**config.mk**
```make
export PLATFORM = sky130hd
export DESIGN_NAME = seven_seg_display_arbiter
export DESIGN_NICKNAME = d
export VERILOG_FILES = /design/src/rtl/seven_seg_display_arbiter.sv
export SDC_FILE = /design/constraint.sdc
export NUM_CORES = 1
export LEC_CHECK = 0
export BUFFER_PORTS_ARGS = -buffer_cell sky130_fd_sc_hd__buf_2
export CORE_MARGIN = 2
export CORE_UTILIZATION = 49
export DETAILED_ROUTE_END_ITERATION = 6
export GPL_ROUTABILITY_DRIVEN = 0
export PLACE_DENSITY = 0.78
export SETUP_SLACK_MARGIN = 0.3
export SKIP_CTS_REPAIR_TIMING = 1
export SYNTH_ARGS = -nofsm -noshare
export SYNTH_HDL_FRONTEND = slang
export SYNTH_SLANG_ARGS = --single-unit
export TNS_END_PERCENT = 100
```
**constraint.sdc**
```tcl
create_clock -name clk -period 2.06 [get_ports clk]
set_input_delay 0.309 -clock clk [delete_from_list [all_inputs] [get_ports clk]]
set_output_delay 0.309 -clock clk [all_outputs]
set_load 0.005 [all_outputs]
```
**src/rtl/seven_seg_display_arbiter.sv**
```systemverilog
// rtl/seven_seg_display_arbiter.sv - round-robin owner arbitration with minimum hold for the shared 3-digit display
module seven_seg_display_arbiter #(
    parameter int NUM_REQ     = 4,
    parameter int HOLD_CYCLES = 2**22,
    parameter int HOLD_W      = $clog2(HOLD_CYCLES + 1),
    parameter int IDW         = $clog2(NUM_REQ)
) (
    input  logic                    clk,
    input  logic                    reset_n,
    input  logic [NUM_REQ-1:0]      req,
    input  logic [12*NUM_REQ-1:0]   value,
    output logic [NUM_REQ-1:0]      grant,
    output logic [IDW-1:0]          owner_id,
    output logic                    busy,
    output logic                    switch_pulse,
    output logic [3:0]              digitL,
    output logic [3:0]              digitM,
    output logic [3:0]              digitR
);

    typedef enum logic [1:0] {IDLE, HOLD, OPEN} state_t;

    state_t               state_q, state_d;
    logic [NUM_REQ-1:0]   grant_q, grant_d;
    logic [IDW-1:0]       owner_q, owner_d;
    logic                 busy_q, busy_d;
    logic                 pulse_q, pulse_d;
    logic [11:0]          digits_q, digits_d;
    logic [HOLD_W-1:0]    cnt_q, cnt_d;

    logic [11:0]          val_arr [NUM_REQ];
    logic [NUM_REQ-1:0]   cand;
    logic [IDW-1:0]       idx;
    logic [IDW-1:0]       pick;
    logic                 found;
    logic                 owner_live;
    logic                 take;
    logic                 go_idle;

    always_comb begin
        for (int i = 0; i < NUM_REQ; i++) begin
            val_arr[i] = value[12*i +: 12];
        end
    end

    // Search downward so the candidate closest after owner_q is the last one written.
    // While idle grant_q is zero, so the previous owner itself is eligible on wrap-around.
    always_comb begin
        cand  = req & ~grant_q;
        found = 1'b0;
        pick  = owner_q;
        idx   = '0;
        for (int i = NUM_REQ; i >= 1; i--) begin
            idx = IDW'((int'(owner_q) + i) % NUM_REQ);
            if (cand[idx]) begin
                found = 1'b1;
                pick  = idx;
            end
        end
    end

    assign owner_live = req[owner_q];

    always_comb begin
        state_d  = state_q;
        grant_d  = grant_q;
        owner_d  = owner_q;
        busy_d   = busy_q;
        pulse_d  = 1'b0;
        digits_d = digits_q;
        cnt_d    = cnt_q;
        take     = 1'b0;
        go_idle  = 1'b0;

        unique case (state_q)
            IDLE: take = found;
            HOLD, OPEN: begin
                if (!owner_live) begin
                    take    = found;
                    go_idle = !found;
                end else if (state_q == OPEN) begin
                    take = found;
                end else begin
                    cnt_d = (cnt_q == '0) ? '0 : cnt_q - HOLD_W'(1);
                    if (cnt_q <= HOLD_W'(1)) state_d = OPEN;
                end
            end
            default: state_d = IDLE;
        endcase

        if (take) begin
            grant_d  = NUM_REQ'(1) << pick;
            owner_d  = pick;
            busy_d   = 1'b1;
            pulse_d  = 1'b1;
            digits_d = val_arr[pick];
            cnt_d    = HOLD_W'(HOLD_CYCLES - 1);
            state_d  = (HOLD_CYCLES == 1) ? OPEN : HOLD;
        end else if (go_idle) begin
            grant_d = '0;
            busy_d  = 1'b0;
            state_d = IDLE;
        end else if (state_q != IDLE) begin
            digits_d = val_arr[owner_q];
        end
    end

    always_ff @(posedge clk or negedge reset_n) begin
        if (!reset_n) begin
            state_q  <= IDLE;
            grant_q  <= '0;
            owner_q  <= IDW'(NUM_REQ - 1);
            busy_q   <= 1'b0;
            pulse_q  <= 1'b0;
            digits_q <= '0;
            cnt_q    <= '0;
        end else begin
            state_q  <= state_d;
            grant_q  <= grant_d;
            owner_q  <= owner_d;
            busy_q   <= busy_d;
            pulse_q  <= pulse_d;
            digits_q <= digits_d;
            cnt_q    <= cnt_d;
        end
    end

    assign grant        = grant_q;
    assign owner_id     = owner_q;
    assign busy         = busy_q;
    assign switch_pulse = pulse_q;
    assign digitL       = digits_q[11:8];
    assign digitM       = digits_q[7:4];
    assign digitR       = digits_q[3:0];

endmodule

```
==> results of run 1 <==
where the power goes:
part / total [uW] / switching (uW) / internal [uW]
registers: 1350 / 209 / 1140
logic: 5580 / 2770 / 2800
clock network: 576 / 336 / 240
cells by family after synthesis:
family | share of synthesized area [%]
compound gates | 25.7
fa+ha+maj | 1.93
buf+inv | 4.94
flops | 34.8
mux | 13.8
simple gates | 18.8
synth_stat cells, drive strengths merged (2+ instances only):
master   n
o31ai    3
mux2     3
inv     10
a221oi  12
nor3     7
nor3b    2
mux4    12
a32o     2
a211oi  14
buf     18
a31oi   13
nor4     9
nor2    15
or4      3
ha       5
dfstp    2
nand2   37
nand3    6
and2     2
nor2b   14
clkbuf   5
o21ai   35
o41ai    4
or2      3
dfrtp   43
a21oi   22
mux2i   14
a22o     3
nand2b   3
or3      2
final timing paths:
check	startpoint	to	slack, ns	depth (start not counted)
max	owner_id[1]	digits_q[10]	-0.12	7
min	value[20]	digits_q[8]	0.26	3
max reg2reg	owner_id[1]	digits_q[10]	-0.12	7
min reg2reg	busy	busy	0.50	2
max in group asynchronous	reset_n	state_q[0]	0.87	3
min in group asynchronous	reset_n	grant[1]	0.55	2
metal layers:
metal	global-route usage [%]	up-vias	routed length (microns)
met3	3.89	91	1270
met4	8.08	0	791
li1	-	1621	-
met5	0	-	0
met1	33.8	1849	4900
met2	42.0	326	6150
through the flow:
stage          utilization, %  worst slack [ns]  area [sq um]
2_1_floorplan               -             0.107          3480
3_3_place_gp             63.5           -0.0612          4050
3_5_place_dp             63.5            -0.189          4050
4_1_cts                  64.8            -0.213          4140
5_1_grt                  79.3            -0.159          5060
6_report                 79.3            -0.120          5060
flip-flops by register name, summed over array words and instances, names as in the netlist:
signal	cells
grant	4
busy	1
switch_pulse	1
state_q	2
cnt_q	23
digits_q	12
owner_id	2
critical path, cell delays in order, from the launching register on:
cell and delay, ns:
dfstp_2 0.60, mux2_4 0.33, mux2i_4 0.18, buf_6 0.19, a31oi_4 0.18, nor2b_1 0.18, a211oi_2 0.07, a221oi_1 0.31
cell type report:
class,count,area [sq um]
Fill cell,361,1320
Inverter,10,45.0
Sequential cell,45,1130
Multi-Input combinational cell,264,2430
Clock buffer,7,76.3
Timing Repair Buffer,168,1280
Tap cell,77,96.3
Clock inverter,1,5.00
==> results.cfg, run 1 <==
[sta]
worst-slew-pin-transition_ns = 0.531
fmax_mhz = 459
clock_skew_ns = 0.0113
slew_headroom_pct = 64.6
fin_crit_sh_pct = 106
setup-violations-final = 13
min_period_ns = 2.18
fin_setup_tns_ns = -0.391
hold_viol = 0
grt_setup_unrepaired = yes
finalWorstSetupSlack_ns = -0.120
finalMaxSlewViolations = 0
holdWs_ns = 0.257

[route]
drc = 0
antenna_left = 0
viasPerCell = 6.80
drt_iter0_drc = 487
drtPass1Iterations = 5
wl_per_cell_microns = 22.9
num_vias = 3887
routed_wl_mm = 13.1

[cells_and_area]
final_cell_mix = buf_2, buf_4, dfrtp_1
antenna_cells = 0
nets = 553
final_common_cell = buf_2
area_growth_syn_to_layout_pct = 56.2
instances_no_fill = 572
drive_gt1_share_pct = 57.0

[floorplan]
die_w_microns = 85.3
dieArea_sq_um = 7280
die_h_microns = 85.3
pin_count = 74
core_area_sq_um = 6390
num_rows = 29
start_util_pct = 50.7

[synth]
synth.distinct_cells = 60
synth_cells = 340
yosysSeqAreaShare_pct = 34.8
synth.area.top_cells = dfrtp_1, mux4_2, nand2_1
syn_area_per_cell_sq_um = 9.53
synth_top_area_share_pct = 33.2
syn_area_sq_um = 3240
synth_ff_type = dfrtp_1
syn-num-nets = 399
yosysTopAreaCell = dfrtp_1
async_flop_share_pct = 100
synth-warning-count = 0
ys_seq_elements = 45
synth_edf_count = 0

[pwr]
max-vdd-ir-drop_v = 0.00147
total_power_uw = 7510
power.leakage_uw = 0.00220
p_per_area_nw_per_um2 = 1480

[clocking]
clock_path_buffers = 2
cts_tree = built
insertion_delay_ns = 0.31
numClockSinks = 45
clk_pin_slew_worst_paths_ns = 0.09
cts-htree-levels = 2
numCtsBuffers = 5
cts-root-buf = clkbuf_8

[outcome]
failed_checks = negative setup slack
status = finished with violations

[job]
maxCapViolCount = 0

[setup_path]
crit_path_end_kind = register
cp_max_fo = 10
cp_data_arrival_time_ns = 2.36
worstPathRequired_ns = 2.24
critical_path_class = register to register
cp-start-kind = register

[grt]
grt_max_degree = 29
grt_overflow = 0
antenna_found_initial = 0
grt_pass1_wl_mm = 15.0
grt_usage_pct = 25.2
grt_pass1_vias = 3184

[worst_hold_path]
hp-class = primary input to register

[placement]
dpl.cell_count = 508
io_buffers = 73
hpwl_mm = 6.49
Power figures use the tool's default switching activity.
==> run 2: changes to the inputs <==
ABC_AREA = 1   (was unset)
CORE_UTILIZATION = 51   (was 49)
==> run 2 against run 1 <==
Compared with the run above: the run still ends with negative setup slack left; sequential share of layout area rose by 0.55 points; count of clock-buffer cells in the layout fell by 2; die area rose by 8.7%; combinational power fell by 97%; design area fell by 2.7%; wire length fell by 9.8%; non-clock buffer count fell by 49; total power fell by 79%; synthesized cell count rose by 64%; highest routed layer unchanged.
==> results.cfg, run 2 <==
[outcome]
status = finished with violations
failed_checks = negative setup slack

[cells_and_area]
final_common_cell = nand2_1
multi_input_area_sq_um = 2330
antenna_cells = 0
n_fill_cell = 566
nets = 717
area_growth_syn_to_layout_pct = 33.8
top_register = cnt_q
final_cell_mix = nand2_1, buf_2, inv_1
drive_gt1_share_pct = 32.2
final-seq-area_sq_um = 1130
largest_reg_flops = 23

[grt]
grt_usage_pct = 25.8
grt_overflow = 0
antenna_found_initial = 0
grt_max_degree = 27
grt_pass1_wl_mm = 16.4
grt_pass1_vias = 3688

[sta]
worst-slew-pin-transition_ns = 0.512
fmax_mhz = 465
setup-violations-final = 36
fin_crit_sh_pct = 104
finalWorstSetupSlack_ns = -0.0899
min_period_ns = 2.15
clock_skew_ns = 0.00757
fin_setup_tns_ns = -1.69
hold_viol = 0
slew_headroom_pct = 65.8
grt_setup_unrepaired = yes
finalMaxSlewViolations = 0

[pwr]
p_per_area_nw_per_um2 = 327
power.leakage_uw = 0.00255
total_power_uw = 1610
max-vdd-ir-drop_v = 0.000265

[setup_path]
worstPathRequired_ns = 2.26
cp-start-kind = register
crit_path_end_kind = register
critical_path_class = register to register
startpoint = owner_id[0]
cp_data_arrival_time_ns = 2.35
crit_chain = clkinv_4, nand2_4, nand2_4, inv_4, nand2_4, nand2_4, nor2_4, nand2_4, nand3_4, nand2_4, nand2_4, inv_8, buf_12, nand3_1, o21a_1
r2r-start = owner_id[0]
cp_max_fo = 10
critPathMaxStageDelay_ns = 0.66
critPathMostFrequentCell = nand2_4
r2r_slack_ns = -0.09
slowest_stage = dfstp_2

[worst_hold_path]
hold_start = value[30]
hp-class = primary input to register

[synth]
synth.area.top_cells = dfrtp_1, nand2_1, inv_1
syn_area_per_cell_sq_um = 6.61
async_flop_share_pct = 100
syn_area_sq_um = 3680
synth-warning-count = 0
yosysTopAreaCell = dfrtp_1
synth_common_cells = nand2_1, inv_1, nand3_1
synth_most_common_cell = nand2_1
synth_top_area_share_pct = 29.2
synth_cells = 557
syn-num-nets = 616
synth.distinct_cells = 37
yosysSeqAreaShare_pct = 30.7
ys_seq_elements = 45
synth_edf_count = 0
synth_ff_type = dfrtp_1

[route]
viasPerCell = 5.81
antenna_left = 0
num_vias = 4390
drtPass1Iterations = 5
drt_iter0_drc = 473
wl_per_cell_microns = 15.7
routed_wl_mm = 11.8
drc = 0

[clocking]
clk_pin_slew_worst_paths_ns = 0.10
insertion_delay_ns = 0.31
cts-htree-levels = 2
clock_path_buffers = 2
cts_tree = built
numClockSinks = 45
numCtsBuffers = 5
cts-root-buf = clkbuf_8

[floorplan]
core_area_sq_um = 6910
pin_count = 74
start_util_pct = 53.3
num_rows = 30
die_h_microns = 88.9
dieArea_sq_um = 7910
die_w_microns = 88.9

[job]
maxCapViolCount = 0

[placement]
hpwl_mm = 7.41
io_buffers = 73
[run 2: cell count changes after synthesis, sizes merged, moves of 9 or more]
cell / change
mux4: -12
nor2b: -14
inv: +69
a21oi: -14
a31oi: -13
mux2i: -14
nor2: +30
nand4: +15
nand2: +126
nand3: +56
a211oi: -14
nor4: -9
o22ai: +13
o21ai: +13
[run 2: cells by family (layout without fill, tap and decap cells)]
family	after synthesis	in the layout	share of synthesized area, %
simple gates	299	299	36.7
fa+ha+maj	5	5	1.70
buf+inv	107	209	13.3
xor+xnor	9	9	2.14
compound gates	92	92	15.5
flops	45	45	30.7
[run 2: cell type report]
cell class                      count  area share [%]
Inverter                           80            6.81
Timing Repair inverter              2           0.305
Multi-Input combinational cell    405            47.3
Clock inverter                      3           0.508
Timing Repair Buffer              119            18.3
Tap cell                           96            2.44
Clock buffer                        5            1.40
Sequential cell                    45            22.9
[run 2: worst paths after layout]
path	depth (start not counted)	endpoint
min in group asynchronous	2	switch_pulse
worst max register to register	15	cnt_q[21]
worst min register to register	2	busy
worst max-delay path	15	cnt_q[21]
worst min-delay path	5	digits_q[6]
max in group asynchronous	3	owner_id[0]
[run 2: metrics by stage]
step / utilization, % / setup slack [ns] / hold WS, ns / cell area [sq um] / cells
6_report: 71.3 / -0.0899 / 0.367 / 4920 / 755
5_1_grt: 71.3 / -0.195 / 0.365 / 4920 / 755
4_1_cts: 63.7 / -0.0927 / -0.0571 / 4400 / 736
3_5_place_dp: 62.4 / -0.0696 / 0.280 / 4310 / 728
3_3_place_gp: 62.4 / 0.0137 / 0.284 / 4310 / 728
2_1_floorplan: - / 0.223 / 0.0134 / 3760 / 557
[run 2: power by group]
part           leakage (uW)  internal [uW]  switching, uW
Clock             0.0000452            248            336
Combinational       0.00197           65.1           77.9
Sequential         0.000533            883              0
[run 2: metal layers]
layer	up-vias	track usage, %	wire [microns]	part of all wire, %
li1	2036	-	-	-
met1	2046	36.3	4960	42
met2	272	41.4	5530	47
met3	36	4.80	1090	9.2
met4	0	6.38	235	2.0
met5	-	0	0	0
[run 2: worst max-delay path: cells and delay by family (launching register included)]
family / cells / cell delay [ns]
simple gates: 10 / 0.84
flops: 1 / 0.66
buf+inv: 4 / 0.42
compound gates: 1 / 0.11
==> run 3: changes to the inputs <==
CORE_UTILIZATION = 35   (was 51)
PLACE_DENSITY = 0.57   (was 0.78)
REMOVE_ABC_BUFFERS = 1   (was unset)
==> run 3 against run 2 <==
Compared with the run above: critical path depth is 1 higher; count of clock-buffer cells in the layout stayed put; via count is 3.1% lower; design area is 2.1% higher; total power is 14% higher; the flow finishes with violations (negative hold slack, negative setup slack); final cell count is 6.4% higher; sequential cell count stayed put; clock power is 38% higher; sequential power hardly changed; utilization is 22 points lower; sequential share of layout area is 0.47 points lower; register-to-register slack hardly changed; largest cell class unchanged.
==> results.cfg, run 3 (synthesized netlist as in run 2, its figures left out) <==
[outcome]
status = finished with violations
failed_checks = negative hold slack, negative setup slack

[cells_and_area]
n_fill_cell = 1036
area_growth_syn_to_layout_pct = 36.7
multi_input_area_sq_um = 2290
finish.instance_area_sq_um = 5030
antenna_cells = 0
largest_reg_flops = 23
instances_no_fill = 803
final-seq-area_sq_um = 1130
final_common_cell = nand2_1
final_cell_mix = nand2_1, buf_2, inv_1
drive_gt1_share_pct = 33.3
top_register = cnt_q
nets = 725

[setup_path]
crit_end = digits_q[7]
worstPathRequired_ns = 2.31
cp_data_arrival_time_ns = 2.38
critical_path_class = register to register
crit_path_end_kind = register
cp-start-kind = register
startpoint = owner_id[0]
r2r-end = digits_q[7]
cp_max_fo = 19
r2r_slack_ns = -0.08
r2r-start = owner_id[0]
reg2reg_depth = 16

[route]
drc = 0
drt_iter0_drc = 299
drtPass1Iterations = 5
wl_per_cell_microns = 14.7
routed_wl_mm = 11.8
viasPerCell = 5.30
num_vias = 4253
antenna_left = 0

[pwr]
pwr-share-comb_pct = 7.6
switchingPower_uw = 400
pwr-share-clk_pct = 44.1
switching_share_pct = 21.9
p_int_uw = 1430
max-vdd-ir-drop_v = 0.000334
power_frac_seq_pct = 48.3
power.leakage_uw = 0.00258
p_per_area_nw_per_um2 = 364

[sta]
clock_skew_ns = 0.0152
finalMaxSlewViolations = 0
fin_crit_sh_pct = 104
fin_setup_tns_ns = -0.620
worst-slew-pin-transition_ns = 0.581
grt_setup_unrepaired = yes
fmax_mhz = 468
setup-violations-final = 26
finalWorstSetupSlack_ns = -0.0781
slew_headroom_pct = 61.3
hold_viol = 4
min_period_ns = 2.14
holdWs_ns = -0.00403

[clocking]
numClockSinks = 45
insertion_delay_ns = 0.30
clk_pin_slew_worst_paths_ns = 0.10
cts-root-buf = clkbuf_8
cts-htree-levels = 2
clock_path_buffers = 2
numCtsBuffers = 5
cts_tree = built

[grt]
grtUsageMet3_pct = 3.07
grt_pass1_wl_mm = 17.9
grt_use_met2_pct = 32.9
grt_pass1_vias = 3946
busiest_layer = met2
met1_usage_pct = 24.7
antenna_found_initial = 0
grt_max_degree = 33
grt_usage_pct = 19.2
grt_overflow = 0

[worst_hold_path]
hp-class = primary input to asynchronous set/reset pin

[floorplan]
num_rows = 37
dieArea_sq_um = 11300
core_area_sq_um = 10300
die_h_microns = 107
pin_count = 74
start_util_pct = 35.8
die_w_microns = 107

[placement]
hpwl_mm = 7.96
placed_area_sq_um = 4370
place_ws_ns = -0.0730
io_buffers = 73
dpl.cell_count = 777

[job]
maxCapViolCount = 0
run 3: cell types whose count changed in the layout (fill, tap and decap cells not counted), moves of 3 or more:
cell     delta
buf_4      +10
nand2_2     +6
buf_8       +3
nand2_4     -5
nand3_2     -3
o21ai_0     +6
inv_1       -3
buf_6       -4
o21ai_1     -4
inv_2       +5
run 3: power groups by stage:
stage          Clock [uW]  Combinational (uW)  Sequential (uW)
6_report              806                 140              883
5_1_grt               869                 155              883
4_1_cts               829                 135              883
3_5_place_dp            0                 134              900
3_3_place_gp            0                 132              900
2_1_floorplan           0                44.6              900
run 3: how the worst min path moves through the flow:
stage,start,endpoint,slack (ns),cells after the start
floorplan,reset_n,busy,0.01,0
global placement,reset_n,switch_pulse,0.35,1
detailed placement,reset_n,switch_pulse,0.35,1
CTS,reset_n,switch_pulse,0.02,1
global route,reset_n,digits_q[11],0.03,1
finish,reset_n,switch_pulse,-0.004,1
run 3: critical path: stages, from the launching register on:
cell and delay (ns):
dfstp_2 0.64, buf_6 0.14, nand3_1 0.09, nand2_2 0.10
nand2_2 0.06, nand2_1 0.06, inv_1 0.05, nand2_2 0.09
nand2_2 0.07, nand2_4 0.11, buf_12 0.17, nand4_1 0.15
nand2_4 0.09, nor2_2 0.03, nand2_1 0.07, nand2_1 0.08
nand2_1 0.06
run 3: final cells by class:
type,instances,share of cell area [%]
clock buffers,5,1.37
clock inverters,3,1.29
inverters,80,6.64
multi-input cells,405,45.6
flip-flops and latches,45,22.4
well taps,136,3.38
repair buffers,126,18.6
repair inverters,3,0.622
run 3: metal layers:
metal	routed length (microns)	up-vias	part of all wire [%]
met1	5210	2016	44
met5	0	-	0
met4	173	0	1.5
met3	759	14	6.4
met2	5670	174	48
li1	-	2049	-
run 3: stage by stage:
stage	util, %	total power [uW]	hold slack (ns)
2_1_floorplan	-	945	0.0134
3_3_place_gp	42.5	1030	0.348
3_5_place_dp	42.5	1030	0.353
4_1_cts	43.8	1850	0.0178
5_1_grt	48.9	1910	0.0289
6_report	48.9	1830	-0.00403
